<file path="src/rtl/feram_state_loader_if.sv">
// FeRAM read port plus block-output handshake for feram_state_loader.
// master: loader side (drives reads and vectors); slave: memory/array side.
interface feram_state_loader_if #(
  parameter int ADDR_W = 8
);
  logic              mem_rd_en;
  logic [ADDR_W-1:0] mem_addr;
  logic [7:0]        mem_rdata;
  logic [127:0]      state_out;
  logic [127:0]      key_out;
  logic              out_valid;
  logic              out_ready;

  modport master (
    output mem_rd_en, mem_addr,
    output state_out, key_out, out_valid,
    input  mem_rdata, out_ready
  );

  modport slave (
    input  mem_rd_en, mem_addr,
    input  state_out, key_out, out_valid,
    output mem_rdata, out_ready
  );
endinterface

</file>
<file path="src/rtl/feram_state_loader.sv">
// Loads a 16B AES state + 16B round key from byte-wide FeRAM into 128b vectors.
// Ports: clk, rst_n, start/state_addr/key_addr request, busy, bus (mem + out).
module feram_state_loader #(
  parameter int ADDR_W = 8,
  parameter int RD_LAT = 2
) (
  input  logic              clk,
  input  logic              rst_n,
  input  logic              start,
  input  logic [ADDR_W-1:0] state_addr,
  input  logic [ADDR_W-1:0] key_addr,
  output logic              busy,
  feram_state_loader_if.master bus
);

  typedef enum logic [1:0] {
    IDLE,
    FETCH,
    DRAIN,
    HOLD
  } st_e;

  st_e               st_q, st_d;
  logic [4:0]        idx_q;
  logic [ADDR_W-1:0] sa_q, ka_q;
  logic [ADDR_W-1:0] off;
  logic [5:0]        tag_q [RD_LAT];
  logic [5:0]        ret;
  logic [127:0]      st_out_q, key_out_q;
  logic              fetch;

  assign fetch = (st_q == FETCH);
  assign ret   = tag_q[RD_LAT-1];
  assign off   = {{(ADDR_W-4){1'b0}}, idx_q[3:0]};

  assign bus.mem_rd_en = fetch;
  assign bus.mem_addr  = fetch ?
    ((idx_q[4] ? ka_q : sa_q) + off) : '0;
  assign bus.state_out = st_out_q;
  assign bus.key_out   = key_out_q;
  assign bus.out_valid = (st_q == HOLD);
  assign busy          = (st_q != IDLE);

  always_comb begin
    st_d = st_q;
    unique case (st_q)
      IDLE:  if (start) st_d = FETCH;
      FETCH: if (idx_q == 5'd31) st_d = DRAIN;
      // last return is the tag carrying index 31
      DRAIN: if (ret[5] && ret[4:0] == 5'd31) st_d = HOLD;
      HOLD:  if (bus.out_ready) st_d = IDLE;
      default: st_d = IDLE;
    endcase
  end

  always_ff @(posedge clk or negedge rst_n) begin
    if (!rst_n) begin
      st_q      <= IDLE;
      idx_q     <= '0;
      sa_q      <= '0;
      ka_q      <= '0;
      st_out_q  <= '0;
      key_out_q <= '0;
      for (int k = 0; k < RD_LAT; k++)
        tag_q[k] <= '0;
    end else begin
      st_q <= st_d;
      if (st_q == IDLE && start) begin
        sa_q  <= state_addr;
        ka_q  <= key_addr;
        idx_q <= '0;
      end else if (fetch) begin
        idx_q <= idx_q + 5'd1;
      end
      tag_q[0] <= {fetch, idx_q};
      for (int k = 1; k < RD_LAT; k++)
        tag_q[k] <= tag_q[k-1];
      if (ret[5]) begin
        if (ret[4])
          key_out_q[{ret[3:0], 3'b000} +: 8] <= bus.mem_rdata;
        else
          st_out_q[{ret[3:0], 3'b000} +: 8] <= bus.mem_rdata;
      end
    end
  end

endmodule

</file>
<file path="src/flat_wrapper.sv">
// flat-port wrapper written by rule: the top's interface ports become plain ports
module feram_state_loader_flat 
#(
  parameter int ADDR_W = 8,
  parameter int RD_LAT = 2
)
  (clk, rst_n, start, state_addr, key_addr, busy, bus_mem_rd_en, bus_mem_addr, bus_state_out, bus_key_out, bus_out_valid, bus_mem_rdata, bus_out_ready);
  feram_state_loader_if #(.ADDR_W(ADDR_W)) bus_i ();
  input  logic clk;
  input  logic rst_n;
  input  logic start;
  input  logic [ADDR_W-1:0] state_addr;
  input  logic [ADDR_W-1:0] key_addr;
  output logic busy;
  output wire logic [$bits(bus_i.mem_rd_en)-1:0] bus_mem_rd_en;
  output wire logic [$bits(bus_i.mem_addr)-1:0] bus_mem_addr;
  output wire logic [$bits(bus_i.state_out)-1:0] bus_state_out;
  output wire logic [$bits(bus_i.key_out)-1:0] bus_key_out;
  output wire logic [$bits(bus_i.out_valid)-1:0] bus_out_valid;
  input wire logic [$bits(bus_i.mem_rdata)-1:0] bus_mem_rdata;
  input wire logic [$bits(bus_i.out_ready)-1:0] bus_out_ready;
  assign bus_mem_rd_en = bus_i.mem_rd_en;
  assign bus_mem_addr = bus_i.mem_addr;
  assign bus_state_out = bus_i.state_out;
  assign bus_key_out = bus_i.key_out;
  assign bus_out_valid = bus_i.out_valid;
  assign bus_i.mem_rdata = bus_mem_rdata;
  assign bus_i.out_ready = bus_out_ready;
  feram_state_loader #(.ADDR_W(ADDR_W), .RD_LAT(RD_LAT)) u_core (.clk(clk), .rst_n(rst_n), .start(start), .state_addr(state_addr), .key_addr(key_addr), .busy(busy), .bus(bus_i));
endmodule
</file>
<file path="config.mk">
export PLATFORM = sky130hd
export DESIGN_NAME = feram_state_loader_flat
export DESIGN_NICKNAME = d
export VERILOG_FILES = /design/src/rtl/feram_state_loader_if.sv /design/src/rtl/feram_state_loader.sv /design/src/flat_wrapper.sv
export SDC_FILE = /design/constraint.sdc
export NUM_CORES = 1
export LEC_CHECK = 0
export CAP_MARGIN = 20
export CORE_ASPECT_RATIO = 0.75
export CORE_MARGIN = 8
export CORE_UTILIZATION = 25
export CTS_CLUSTER_DIAMETER = 200
export CTS_CLUSTER_SIZE = 30
export DETAILED_ROUTE_END_ITERATION = 16
export DONT_BUFFER_PORTS = 1
export PLACE_DENSITY_LB_ADDON = 0.08
export SYNTH_ARGS = -nofsm -noshare
export SYNTH_HDL_FRONTEND = slang
export SYNTH_SLANG_ARGS = --single-unit
</file>
<file path="constraint.sdc">
create_clock -name clk -period 2.61 [get_ports clk]
set_input_delay 0.261 -clock clk [delete_from_list [all_inputs] [get_ports clk]]
set_output_delay 0.261 -clock clk [all_outputs]
set_load 0.03 [all_outputs]
</file>
==> results.sh <==
export IMPL_outcome="finished, violations left"
export IMPL_failed_checks="negative hold slack, negative setup slack"
export IMPL_port_buffers=0
export IMPL_postRouteAntennaNets=0
export IMPL_grt_use_total_pct=13.5
export IMPL_rsz0062_at_grt="true"
export IMPL_hpwl_um=26200
export IMPL_fp_dieH_um=206
export IMPL_p_per_area_nw_per_um2=1110
export IMPL_rows=69
export IMPL_crit_family="adder cells"
export IMPL_h_tree_depth=1
export IMPL_final_cell_mix="dfrtp_1, mux2_2, nor2_1"
export IMPL_drtPass1Iterations=4
export IMPL_p_seq_share_pct=57.9
export IMPL_slew_headroom_pct=25.6
export IMPL_yosys_warnings=0
export IMPL_cts_max_path_buffers=3
export IMPL_fin_tns_setup_ns=-0.941
export IMPL_fin_util_pct=28.5
export IMPL_p_leak_nw=6.14
export IMPL_via_count=6666
export IMPL_sw_frac_of_total_pct=43.7
export IMPL_synth_distinct_cells=50
export IMPL_intPower_mw=8.44
export IMPL_fin_cells=1475
export IMPL_ys_seq_area_share_pct=60.8
export IMPL_start_util_pct=25.3
export IMPL_synth_edf_count=0
export IMPL_clockRootBuffer="clkbuf_16"
export IMPL_hold_violations=291
export IMPL_synth_nets=857
export IMPL_timing_final_ws_setup_ns=-0.233
export IMPL_cts_tree="yes"
export IMPL_p_switching_mw=6.55
export IMPL_ir_drop_mv=0.675
export IMPL_cts_sinks=291
export IMPL_min_period_ns=2.84
export IMPL_die_area_um2=55200
export IMPL_core_area_um2=47300
export IMPL_clk_latency_ns=0.51
export IMPL_holdWs_ns=-0.549
export IMPL_cp_arrival_ns=2.58
export IMPL_path_max_fanout=4
export IMPL_synth_top_flop_cell="dfrtp_1"
export IMPL_cp_num_buf_inv=1
export IMPL_globalplace_congestion=0.747
export IMPL_drv_slew=0
export IMPL_setup_viol=5
export IMPL_power_mw=15.0
export IMPL_pwr_share_clk_pct=15.9
export IMPL_io_pins=295
export IMPL_dp_cells=1435
export IMPL_drv_cap=0
export IMPL_post_route_period_util_pct=109
export IMPL_crit_path_frequent_cell="nor3_2"
export IMPL_slowest_stage="dfrtp_2"
export IMPL_synthArstFlopShare_pct=100
export IMPL_synth_cells=814
export IMPL_drc=0
export IMPL_fmax_mhz=352
export IMPL_design_area_um2=13500
export IMPL_dpl_cell_area_um2=12800
export IMPL_endpoint_kind="primary output"
export IMPL_overflow=0
export IMPL_antenna_found_initial=5
export IMPL_path_class="reg -> out"
export IMPL_avgViaCountPerCell=4.52
export IMPL_pre_cts_ws_ns=0.162
export IMPL_crit_required_ns=2.35
export IMPL_clk_pin_slew_ns=0.12
export IMPL_syn_avg_cell_area_um2=14.7
export IMPL_power_frac_comb_pct=26.2
export IMPL_drive_above_1_share_pct=40.5
export IMPL_start_kind="flop"
export IMPL_grt_pass1_vias=7244
export IMPL_areaGrowthSynthToFinish_pct=12.5
export IMPL_worstHoldPathType="in -> async"
export IMPL_grt_pass1_wl_um=54900
export IMPL_die_width_um=269
export IMPL_final_common_cell="dfrtp_1"
export IMPL_clock_skew_ns=0.0212
export IMPL_finalNetCount=879
export IMPL_tightest_slew_ns=1.11
export IMPL_crit_chain="mux2_4, ha_4, fa_2, a21o_1, a21oi_4, nor3_2, nor3_2, buf_4"
export IMPL_syn_area_um2=12000
export IMPL_ys_ff_latch=291
export IMPL_hold_buffers=24
export IMPL_grt_max_degree=292
export IMPL_cts_buffers=13
export IMPL_cpPeakStageDelay_ns=0.46
export IMPL_drt_initial_drc_count=340
export IMPL_finalWirelength_um=38400
export IMPL_wire_per_inst_um=26.0
synth_stat cells (3+ instances only):
master | n | area share (%)
mux2i_1 | 6 | 0.50
nand3_1 | 5 | 0.21
nor2b_1 | 4 | 0.21
nor2_2 | 9 | 0.47
inv_1 | 7 | 0.22
a21o_1 | 4 | 0.25
buf_2 | 5 | 0.21
nor2_1 | 43 | 1.3
nand2_4 | 4 | 0.38
nor3_1 | 4 | 0.17
a211oi_1 | 3 | 0.19
xor2_1 | 3 | 0.22
mux2_1 | 17 | 1.6
and3_1 | 11 | 0.57
nand2_1 | 31 | 0.97
a21oi_1 | 4 | 0.17
xnor2_1 | 3 | 0.22
mux2_2 | 260 | 24
and2_1 | 14 | 0.73
nand2b_1 | 6 | 0.31
dfrtp_1 | 291 | 61
clkbuf_1 | 26 | 0.81
ha_1 | 14 | 1.5
o21a_1 | 3 | 0.19
metal layers:
layer  vias up  part of all wire, %  global-route usage, %
met5         -                0.068                      0
met4         4                  2.0                   2.92
met3        36                  8.6                   4.79
met2       163                   49                   22.8
met1      3585                   40                   16.5
li1       2878                    -                      -
logic make-up (layout without fill, tap and decap cells):
kind of cell	Yosys count	in the layout	share of synthesized area [%]
flops	291	291	60.8
mux	283	283	26.5
simple gates	148	148	6.77
buf+inv	42	63	1.46
compound gates	29	29	2.36
fa+ha+maj	15	15	1.63
xor+xnor	6	6	0.439
other cells	0	1	0
cell type report:
class                      count  area (um^2)
multi-input combinational    481         4640
clock buffer                  13          325
clock inverter                 1         11.3
sequential                   291         7280
antenna                        1         2.50
timing repair buffer          42          383
inverter                       7         26.3
fill                        4858        33800
tap                          639          800
power by group through the flow:
stage	logic (mW)	registers (mW)	clock network (mW)
finish	3.93	8.68	2.38
global route	4.32	8.84	2.69
CTS	3.91	8.75	2.58
detailed placement	3.64	8.83	0
global placement	3.53	8.79	0
floorplan	2.90	8.22	0
registers in the layout, summed over array words and instances (netlist names):
| name | cells |
|---|---|
| u_core.bus.key_out | 128 |
| u_core.bus.state_out | 128 |
| u_core.idx_q | 5 |
| u_core.ka_q | 8 |
| u_core.ret | 6 |
| u_core.sa_q | 8 |
| u_core.st_q | 2 |
| u_core.tag_q | 6 |
repair_timing:
action                                  4_1_cts  5_1_grt
buffers inserted                              1        0
hold endpoints to repair                    448      291
endpoints found under the setup margin        7        6
pin swaps                                     9        2
resized for setup                            16        3
worst paths after layout:
check | startpoint | end | slack (ns) | depth (start not counted)
min in group clk | bus_mem_rdata[3] | u_core.bus.key_out[59] | 0.05 | 2
worst min register to register | u_core.tag_q[7] | u_core.ret[1] | 0.35 | 0
worst max-delay path | u_core.idx_q[4] | bus_mem_addr[6] | -0.23 | 8
max in group asynchronous | rst_n | u_core.bus.key_out[98] | 2.53 | 0
worst max register to register | u_core.ret[0] | u_core.bus.key_out[41] | 0.30 | 6
worst min-delay path | rst_n | u_core.bus.state_out[66] | -0.55 | 0
worst reg2reg max path, delay by kind of cell (launching register included):
family	cells	cell delay, ns
muxes	1	0.40
buffers and inverters	1	0.05
DFF	1	0.38
adders and majority gates	1	0.30
and+or+nand+nor	2	0.88
AOI/OAI and AO/OA	1	0.19
Note: power is estimated with default switching activity, not from simulation.
